`src/rtl/btn_event_gen.sv`:
```
// Button event generator: converts a clean, CLK-synchronous button level into
// single-cycle PRESS/RELEASE/LONG/REPEAT pulses plus a HELD level.
module btn_event_gen #(
    parameter int unsigned TICK_DIV     = 65536,
    parameter int unsigned HOLD_TICKS   = 16,
    parameter int unsigned REPEAT_TICKS = 4
) (
    input  logic CLK,
    input  logic RST,
    input  logic BTN_LVL,
    output logic PRESS,
    output logic RELEASE,
    output logic LONG,
    output logic REPEAT,
    output logic HELD
);

    localparam int unsigned PW   = $clog2(TICK_DIV);
    localparam int unsigned MAXT = (HOLD_TICKS > REPEAT_TICKS) ? HOLD_TICKS : REPEAT_TICKS;
    localparam int unsigned CW   = $clog2(MAXT + 1);

    localparam logic [PW-1:0] PRESC_LAST = PW'(TICK_DIV - 1);
    localparam logic [CW-1:0] HOLD_LAST  = CW'(HOLD_TICKS - 1);
    localparam logic [CW-1:0] REP_LAST   = CW'(REPEAT_TICKS - 1);

    typedef enum logic [1:0] {
        ST_IDLE,
        ST_PRESSED,
        ST_REPEATING
    } state_t;

    state_t        state_q, state_d;
    logic          btn_q;
    logic [PW-1:0] presc_q, presc_d;
    logic [CW-1:0] hold_cnt_q, hold_cnt_d;
    logic          press_q, press_d;
    logic          release_q, release_d;
    logic          long_q, long_d;
    logic          repeat_q, repeat_d;
    logic          held_q, held_d;

    logic rise, fall, tick;

    assign rise = BTN_LVL & ~btn_q;
    assign fall = ~BTN_LVL & btn_q;
    assign tick = (presc_q == PRESC_LAST);

    // Prescaler restarts on the press edge so LONG/REPEAT timing is fixed relative to PRESS.
    always_comb begin
        presc_d = presc_q + PW'(1);
        if (rise || tick) begin
            presc_d = '0;
        end
    end

    always_comb begin
        state_d    = state_q;
        hold_cnt_d = hold_cnt_q;
        press_d    = 1'b0;
        release_d  = 1'b0;
        long_d     = 1'b0;
        repeat_d   = 1'b0;

        if (rise) begin
            hold_cnt_d = '0;
        end

        case (state_q)
            ST_IDLE: begin
                if (rise) begin
                    press_d = 1'b1;
                    state_d = ST_PRESSED;
                end
            end
            ST_PRESSED: begin
                if (fall) begin
                    release_d = 1'b1;
                    state_d   = ST_IDLE;
                end else if (tick && hold_cnt_q == HOLD_LAST) begin
                    long_d     = 1'b1;
                    hold_cnt_d = '0;
                    state_d    = ST_REPEATING;
                end else if (tick) begin
                    hold_cnt_d = hold_cnt_q + CW'(1);
                end
            end
            ST_REPEATING: begin
                if (fall) begin
                    release_d = 1'b1;
                    state_d   = ST_IDLE;
                end else if (tick && hold_cnt_q == REP_LAST) begin
                    repeat_d   = 1'b1;
                    hold_cnt_d = '0;
                end else if (tick) begin
                    hold_cnt_d = hold_cnt_q + CW'(1);
                end
            end
            default: begin
                state_d = ST_IDLE;
            end
        endcase

        held_d = (state_d != ST_IDLE);
    end

    always_ff @(posedge CLK or negedge RST) begin
        if (!RST) begin
            state_q    <= ST_IDLE;
            btn_q      <= 1'b0;
            presc_q    <= '0;
            hold_cnt_q <= '0;
            press_q    <= 1'b0;
            release_q  <= 1'b0;
            long_q     <= 1'b0;
            repeat_q   <= 1'b0;
            held_q     <= 1'b0;
        end else begin
            state_q    <= state_d;
            btn_q      <= BTN_LVL;
            presc_q    <= presc_d;
            hold_cnt_q <= hold_cnt_d;
            press_q    <= press_d;
            release_q  <= release_d;
            long_q     <= long_d;
            repeat_q   <= repeat_d;
            held_q     <= held_d;
        end
    end

    assign PRESS   = press_q;
    assign RELEASE = release_q;
    assign LONG    = long_q;
    assign REPEAT  = repeat_q;
    assign HELD    = held_q;

endmodule

```
`config.mk`:
```
export PLATFORM = sky130hd
export DESIGN_NAME = btn_event_gen
export DESIGN_NICKNAME = d
export VERILOG_FILES = /design/src/rtl/btn_event_gen.sv
export SDC_FILE = /design/constraint.sdc
export NUM_CORES = 1
export LEC_CHECK = 0
export CORE_AREA = 8 8 67 69
export CTS_CLUSTER_SIZE = 20
export DETAILED_ROUTE_END_ITERATION = 10
export DIE_AREA = 0 0 75 77
export PLACE_DENSITY = 0.62
export SYNTH_ARGS = -nofsm -noshare
export SYNTH_HDL_FRONTEND = slang
export SYNTH_SLANG_ARGS = --single-unit
export TNS_END_PERCENT = 20
```
`constraint.sdc`:
```
create_clock -name CLK -period 2.6 [get_ports CLK]
set_input_delay 0.52 -clock CLK [delete_from_list [all_inputs] [get_ports CLK]]
set_output_delay 0.52 -clock CLK [all_outputs]
set_load 0.02 [all_outputs]
```
==> summary.log, run 1 <==
INFO  setup_path     critical_path.slowest_cell=or4_1
INFO  setup_path     r2r-start=presc_q[0]$_DFF_PN0_
INFO  synth          synth_edf_count=0
INFO  final_layout   syn2layout_area_growth=13.9%
INFO  timing         setup-violations-final=0
INFO  floorplanning  horizontal_extent_of_the_die=75um
INFO  detailed_routing wirelength=2.91mm
INFO  setup_path     reg2reg_to=hold_cnt_q[3]$_DFF_PN0_
INFO  synth          avgSynthCellArea=9.68squm
INFO  setup_path     setup.worst_path.end_class=flop
INFO  clock_network  h-tree-depth=2
INFO  worst_hold_path hold_path.class=flop to flop
INFO  placed_design  gpl.final_weighted_congestion=0.772
INFO  detailed_routing detailedRoute.firstIterationViolations=70
INFO  timing         fmaxAchievable=473MHz
INFO  synth          synth_top_flop_cell=dfrtp_1
INFO  clock_network  clockBufferDepth=2
INFO  setup_path     category_of_the_most_critical_setup_path=flop to flop
INFO  detailed_routing final_antenna_net_count=0
INFO  setup_path     worstPathMaxFanout=4
INFO  synth          synth_seq_area_share=0.487
INFO  setup_path     critical_path.startpoint=presc_q[0]$_DFF_PN0_
INFO  placed_design  place.detailed.hpwl=2.08mm
INFO  final_layout   fin_cells=217
INFO  timing         tns=0ps
INFO  setup_path     slowest_delay=600ps
INFO  synth          flops_latches_synth=29
INFO  setup_path     reg2reg_setup_slack=490ps
INFO  power          power.internal=0.000764W
INFO  setup_path     worstPathArrival=2380ps
INFO  job            timing.max_cap.violations=0
INFO  synth          yosys.cell_count.top_type=dfrtp_1
INFO  synth          yosysUniqueCellTypes=34
INFO  setup_path     timing.critical_path.to=hold_cnt_q[3]$_DFF_PN0_
INFO  setup_path     cp.depth=6
INFO  clock_network  postCtsResizedCells=0
INFO  timing         finalHoldWorstSlack=500ps
INFO  timing         final-hold-violation-count=0
INFO  setup_path     cpMostUsedCell=or4_1
INFO  clock_network  tritoncts=built
INFO  power          p_seq_frac=0.478
INFO  clock_network  cts.repair_timing.setup_buffer_count=0
INFO  global_route   grt_overflow=0
INFO  detailed_routing routed-via-count=1,158
INFO  timing         finalWorstPathRequiredPeriod=2110ps
INFO  synth          netlist.area_leader.share=0.487
INFO  clock_network  insertion_delay=320ps
INFO  synth          synth-warning-count=0
INFO  setup_path     critPathLaunchType=flop
INFO  synth          synth_commonest_cells=dfrtp_1 (29), nor2_1 (25), nand3_1 (12)
INFO  synth          post-synth-top-area-cell=dfrtp_1
INFO  floorplanning  initial_core_util=0.427
INFO  timing         fin_skew=7.38ps
INFO  power          power.static_leakage=0.734nW
INFO  floorplanning  die_h=77um
INFO  floorplanning  fp.dieArea=5780squm
INFO  global_route   grt_use_total=0.113
INFO  final_layout   drive_above_1_share=0.0888
INFO  clock_network  cts-hold-fix-buffers=0
INFO  setup_path     critPathRequiredTime=2860ps
INFO  power          max-vdd-ir-drop=0.000405V
INFO  timing         fin_crit_sh=0.813
INFO  timing         grt_setup_unrepaired=no
INFO  synth          post_synth_inst_count=154
INFO  timing         timing_worst_slew_pin_value=406ps
INFO  final_layout   finalCoreUtilization=0.486
INFO  synth          mappedNetlistArea=1490squm
INFO  clock_network  cts.sink_count=29
INFO  global_route   grt_pass1_wl=5.08mm
INFO  synth          synth_fp_nets=164
INFO  clock_network  path_clk_slew=90ps
INFO  detailed_routing viasPerCell=5.34
INFO  timing         slew_headroom=0.729
INFO  setup_path     rr_worst_depth=6
INFO  run_status     status=completed
INFO  floorplanning  io_pins=8
INFO  detailed_routing residual_drc_count=0
INFO  floorplanning  design.core.area=3500squm
INFO  timing         timing_max_transition_violations_final=0
INFO  clock_network  clockRootBuffer=clkbuf_4
INFO  setup_path     timing.critical_path.cells=ha_1 > nand4_1 > or4_1 > or4_1 > nand3_1 > a22o_1
INFO  power          power.density_cell_area=660nW/um^2
INFO  final_layout   num_antenna_cells=0
INFO  setup_path     worst_path_dominant_cell_family=simple AND/OR/NAND/NOR gates
INFO  detailed_routing drt-wirelength-per-cell=13.4um
INFO  synth          synthTopCellsByArea=dfrtp_1 (49%), xnor2_1 (6.5%), nor2_1 (6.3%), ha_1 (5.9%), nand3_1 (4.0%)
INFO  global_route   grt_antenna_before_repair=0
INFO  power          power_frac_comb=0.243
INFO  power          p_sw=0.000358W
INFO  placed_design  port-buffer-count=7
INFO  global_route   vias_in_the_first_global_route=1,177
INFO  power          p_sw_frac=0.319
INFO  clock_network  tritoncts.num_buffers=5
INFO  placed_design  dpl.cell_count=209
INFO  synth          postSynth.asyncResetShare=1.00
INFO  setup_path     critPathBufInv=0
INFO  floorplanning  rows=22
INFO  final_layout   layout.nets=178
INFO  detailed_routing drt_pre_antenna_iters=5
INFO  global_route   pin_count_of_the_biggest_net_entering_global_routing=30
INFO  power          power.clock.fraction=0.280
worst min-delay path by stage:
stage,from,to,slack [ps],cells past startpoint
final,presc_q[0]$_DFF_PN0_,presc_q[0]$_DFF_PN0_,500,1
after global placement,presc_q[0]$_DFF_PN0_,presc_q[0]$_DFF_PN0_,470,1
after global routing,presc_q[0]$_DFF_PN0_,presc_q[0]$_DFF_PN0_,530,1
after CTS,presc_q[0]$_DFF_PN0_,presc_q[0]$_DFF_PN0_,500,1
after floorplan,RST,HELD$_DFF_PN0_,220,0
after detailed placement,presc_q[0]$_DFF_PN0_,presc_q[0]$_DFF_PN0_,480,1
final cells by class:
cell class              instances  area (sq um)
clock buffers                   7          65.1
multi-input cells             114           724
flip-flops and latches         29           726
well taps                      48          60.1
fillers                       357          1800
repair buffers                  9          85.1
clock inverters                 1          5.00
inverters                       9          33.8
power groups by stage:
stage                     clock, W  combinational (W)  sequential (W)
after global placement           0           0.000263        0.000541
final                     0.000314           0.000272        0.000536
after floorplan                  0           0.000171        0.000552
after global routing      0.000349           0.000301        0.000542
after CTS                 0.000329           0.000274        0.000536
after detailed placement         0           0.000273        0.000544
flip-flops by register name (all words and copies together), names as in the netlist:
name / count
LONG: 1
hold_cnt_q: 5
presc_q: 16
state_q: 2
RELEASE: 1
HELD: 1
PRESS: 1
REPEAT: 1
btn_q: 1
cells by family (layout without fill, tap and decap cells):
kind of cell | Yosys count | count (layout) | share of synthesized area
fa+ha+maj | 7 | 7 | 0.0587
flops | 29 | 29 | 0.487
compound gates | 18 | 18 | 0.0763
xor+xnor | 13 | 13 | 0.0763
mux | 3 | 3 | 0.0201
buf+inv | 11 | 26 | 0.0277
simple gates | 73 | 73 | 0.254
stage by stage:
stage	worst slack, ps	instance area (sq um)	total power [W]
after global routing	355	1700	0.00119
after CTS	468	1700	0.00114
after floorplan	585	1490	0.000723
final	487	1700	0.00112
after global placement	437	1630	0.000804
after detailed placement	348	1630	0.000817
cell usage in the layout (no fill, tap or decap), types with 3 or more instances in the layout:
master	synthesis	routed
nor2_1	25	25
clkdlybuf4s50_1	0	7
mux2i_1	3	3
and3_1	3	3
nor3_1	4	4
clkbuf_4	0	5
inv_1	9	9
dfrtp_1	29	29
xnor2_1	11	11
nand2_1	8	8
ha_1	7	7
nand3_1	12	12
a21oi_1	5	5
o21ai_0	3	3
nand4_1	6	6
o22ai_1	4	4
metal layers:
metal  track usage  part of all wire  vias to the layer above  routed length (um)
met2         0.188              0.53                       23                1530
met1         0.118              0.43                      568                1240
met5             0                 0                        -                   0
met3        0.0429             0.033                        4                  97
li1              -                 -                      563                   -
met4        0.0608             0.012                        0                  36
No activity file was read; power rests on OpenSTA's default activity.
==> inputs of run 2 (changes only) <==
==> constraint.sdc (replaced) <==
create_clock -name CLK -period 2.1 [get_ports CLK]
set_input_delay 0.42 -clock CLK [delete_from_list [all_inputs] [get_ports CLK]]
set_output_delay 0.42 -clock CLK [all_outputs]
set_load 0.02 [all_outputs]
==> run 2 against run 1 <==
  * Worst setup slack got worse by 410 ps
  * Combinational power rose by 28%
  * Non-clock buffer count rose by 4
  * Largest power group unchanged
  * Sequential cell count did not move
  * Maximum frequency rose by 4.4%
  * Power rose by 20%
  * Global-route usage rose by 0.12 points
  * Register-to-register slack got worse by 410 ps
  * Design area rose by 1.1%
==> summary.log, run 2 (synthesis gave the netlist of run 1 again) <==
INFO  detailed_routing wirelength=3.00mm [+3.3%]
INFO  final_layout   syn2layout_area_growth=15.2%
INFO  timing         slew_headroom=0.705 [-0.0243]
INFO  setup_path     critPathRequiredTime=2370ps [-490 ps]
INFO  setup_path     reg2reg_to=hold_cnt_q[3]$_DFF_PN0_
INFO  floorplanning  die_h=77um [unchanged]
INFO  timing         fmaxAchievable=494MHz [+4.4%]
INFO  global_route   grt_use_total=0.114 [+0.00117]
INFO  job            timing.max_cap.violations=0 [unchanged]
INFO  worst_hold_path hold_path.class=input port to asynchronous set/reset pin
INFO  final_layout   multiInputGateArea=728squm [+0.52%]
INFO  clock_network  tritoncts.num_buffers=5 [unchanged]
INFO  floorplanning  initial_core_util=0.427 [unchanged]
INFO  setup_path     worst_path_dominant_cell_family=simple AND/OR/NAND/NOR gates
INFO  setup_path     category_of_the_most_critical_setup_path=flop to flop
INFO  global_route   grt_pass1_wl=5.17mm [+1.8%]
INFO  timing         setup-violations-final=0 [unchanged]
INFO  clock_network  path_clk_slew=90ps [about the same]
INFO  setup_path     worstPathArrival=2290ps [-90 ps]
INFO  final_layout   drive_above_1_share=0.105 [+0.0159]
INFO  timing         grt_setup_unrepaired=no
INFO  global_route   grt_overflow=0 [unchanged]
INFO  clock_network  cts-hold-fix-buffers=0 [unchanged]
INFO  global_route   pin_count_of_the_biggest_net_entering_global_routing=30 [unchanged]
INFO  final_layout   largest_register_ffs=16 [unchanged]
INFO  clock_network  h-tree-depth=2 [unchanged]
INFO  setup_path     critPathBufInv=0 [unchanged]
INFO  power          power.internal=0.000919W [+20%]
INFO  final_layout   fill_cells=363 [+1.7%]
INFO  placed_design  dpl.cell_count=212 [+1.4%]
INFO  final_layout   largestRegisters=presc_q x16, hold_cnt_q x5, state_q x2
INFO  placed_design  place.detailed.hpwl=2.17mm [+4.2%]
INFO  timing         timing_max_transition_violations_final=0 [unchanged]
INFO  setup_path     rr_worst_depth=6 [unchanged]
INFO  global_route   vias_in_the_first_global_route=1,190 [+1.1%]
INFO  final_layout   num_antenna_cells=0 [unchanged]
INFO  setup_path     worstPathMaxFanout=4 [unchanged]
INFO  power          power.static_leakage=0.745nW [+1.5%]
INFO  clock_network  clockBufferDepth=2 [unchanged]
INFO  floorplanning  horizontal_extent_of_the_die=75um [unchanged]
INFO  setup_path     critPathLaunchType=flop
INFO  clock_network  clockRootBuffer=clkbuf_4
INFO  setup_path     reg2reg_setup_slack=80ps [-410 ps]
INFO  timing         timing_worst_slew_pin_value=442ps [+36.4 ps]
INFO  timing         final_critical_path_setup_slack=75.5ps [-411 ps]
INFO  setup_path     setup.worst_path.end_class=flop
INFO  detailed_routing viasPerCell=5.37 [+0.60%]
INFO  final_layout   fin_cells=220 [+1.4%]
INFO  final_layout   layout.cells.most_common=dfrtp_1
INFO  clock_network  cts.sink_count=29 [unchanged]
INFO  timing         fin_skew=4.93ps [-2.45 ps]
INFO  clock_network  tritoncts=built
INFO  power          p_sw=0.000431W [+20%]
INFO  final_layout   most-common-layout-cells=dfrtp_1 (29), nor2_1 (25), nand3_1 (12)
INFO  setup_path     r2r-start=presc_q[0]$_DFF_PN0_
INFO  setup_path     critical_path.slowest_cell=or4_4
INFO  detailed_routing final_antenna_net_count=0 [unchanged]
INFO  power          p_seq_frac=0.491 [+0.013]
INFO  detailed_routing routed-via-count=1,181 [+2.0%]
INFO  timing         fin_crit_sh=0.964 [+0.151]
INFO  floorplanning  fp.dieArea=5780squm [unchanged]
INFO  detailed_routing drt-wirelength-per-cell=13.6um [+1.9%]
INFO  clock_network  insertion_delay=320ps [about the same]
INFO  detailed_routing drt_pre_antenna_iters=4 [-1]
INFO  run_status     status=completed
INFO  timing         finalWorstPathRequiredPeriod=2020ps [-88.9 ps]
INFO  power          max-vdd-ir-drop=0.000440V [+8.5%]
INFO  floorplanning  design.core.area=3500squm [unchanged]
INFO  setup_path     timing.critical_path.cells=ha_1 > nand4_1 > or4_4 > or4_1 > nand3_1 > a22o_1
INFO  setup_path     slowest_delay=560ps [-40 ps]
INFO  power          power.clock.fraction=0.251 [-0.029]
INFO  power          p_sw_frac=0.319 [about the same]
INFO  placed_design  gpl.final_weighted_congestion=0.748 [-3.2%]
INFO  floorplanning  rows=22 [unchanged]
INFO  placed_design  port-buffer-count=7 [unchanged]
INFO  detailed_routing residual_drc_count=0 [unchanged]
INFO  detailed_routing detailedRoute.firstIterationViolations=76 [+8.6%]
INFO  floorplanning  io_pins=8 [unchanged]
INFO  final_layout   layout.nets=182 [+2.2%]
INFO  final_layout   regArea=726squm [unchanged]
INFO  global_route   grt_antenna_before_repair=0 [unchanged]
INFO  power          power_frac_comb=0.258 [+0.015]
INFO  final_layout   regMostFlops=presc_q
INFO  power          power.density_cell_area=786nW/um^2 [+19%]
INFO  timing         tns=0ps [unchanged]
INFO  timing         final-hold-violation-count=0 [unchanged]
INFO  placed_design  dpl_worst_slack=66.7ps [-281 ps]
run 2: cell types whose count changed in the layout (fill, tap and decap cells not counted):
| cell | before | now |
|---|---|---|
| clkinv_2 | 1 | 0 |
| or4_1 | 2 | 1 |
| buf_4 | 2 | 6 |
| or4_4 | 0 | 1 |
| clkbuf_1 | 0 | 1 |
| clkbuf_8 | 2 | 1 |
run 2: worst max path at each step:
stage               depth (start not counted)                 endpoint  slack (ps)                  from
floorplan                                   6  hold_cnt_q[2]$_DFF_PN0_          80  presc_q[0]$_DFF_PN0_
global placement                            6  hold_cnt_q[3]$_DFF_PN0_         110  presc_q[0]$_DFF_PN0_
detailed placement                          6  hold_cnt_q[3]$_DFF_PN0_          70  presc_q[0]$_DFF_PN0_
CTS                                         6  hold_cnt_q[3]$_DFF_PN0_          30  presc_q[0]$_DFF_PN0_
global route                                6  hold_cnt_q[3]$_DFF_PN0_           9  presc_q[0]$_DFF_PN0_
finish                                      6  hold_cnt_q[3]$_DFF_PN0_          80  presc_q[0]$_DFF_PN0_
run 2: metrics by stage:
| step | hold slack (ps) | util | area (sq um) | power (W) |
|---|---|---|---|---|
| after global routing | 491 | 0.491 | 1720 | 0.00144 |
| final | 470 | 0.491 | 1720 | 0.00135 |
| after CTS | 466 | 0.488 | 1710 | 0.00137 |
| after global placement | 467 | 0.472 | 1650 | 0.00100 |
| after detailed placement | 489 | 0.472 | 1650 | 0.00102 |
| after floorplan | 124 | - | 1490 | 0.000895 |
run 2: area by class of cell:
type | instances | area share
tap | 48 | 0.0350
sequential | 29 | 0.422
multi-input combinational | 114 | 0.424
clock buffer | 7 | 0.0320
inverter | 9 | 0.0197
timing repair buffer | 13 | 0.0670
run 2: routing by layer:
metal | share of wire | wire [um] | vias up | track usage
met5 | 0 | 0 | - | 0
met1 | 0.41 | 1240 | 586 | 0.120
met3 | 0.041 | 123 | 6 | 0.0429
li1 | - | - | 572 | -
met4 | 0.017 | 50 | 0 | 0.0471
met2 | 0.53 | 1590 | 17 | 0.196
run 2: power by group through the flow:
stage	registers (W)	clock network, W	logic [W]
after floorplan	0.000683	0	0.000212
after global placement	0.000670	0	0.000332
after detailed placement	0.000674	0	0.000346
after CTS	0.000664	0.000355	0.000349
after global routing	0.000671	0.000381	0.000390
final	0.000662	0.000339	0.000348
run 2: timing repair:
| action | CTS | global route |
|---|---|---|
| gates resized for setup | 0 | 1 |
| endpoints found under the setup margin | 0 | 1 |
| setup buffers | 0 | 1 |
| endpoints found under the hold margin | 0 | 0 |
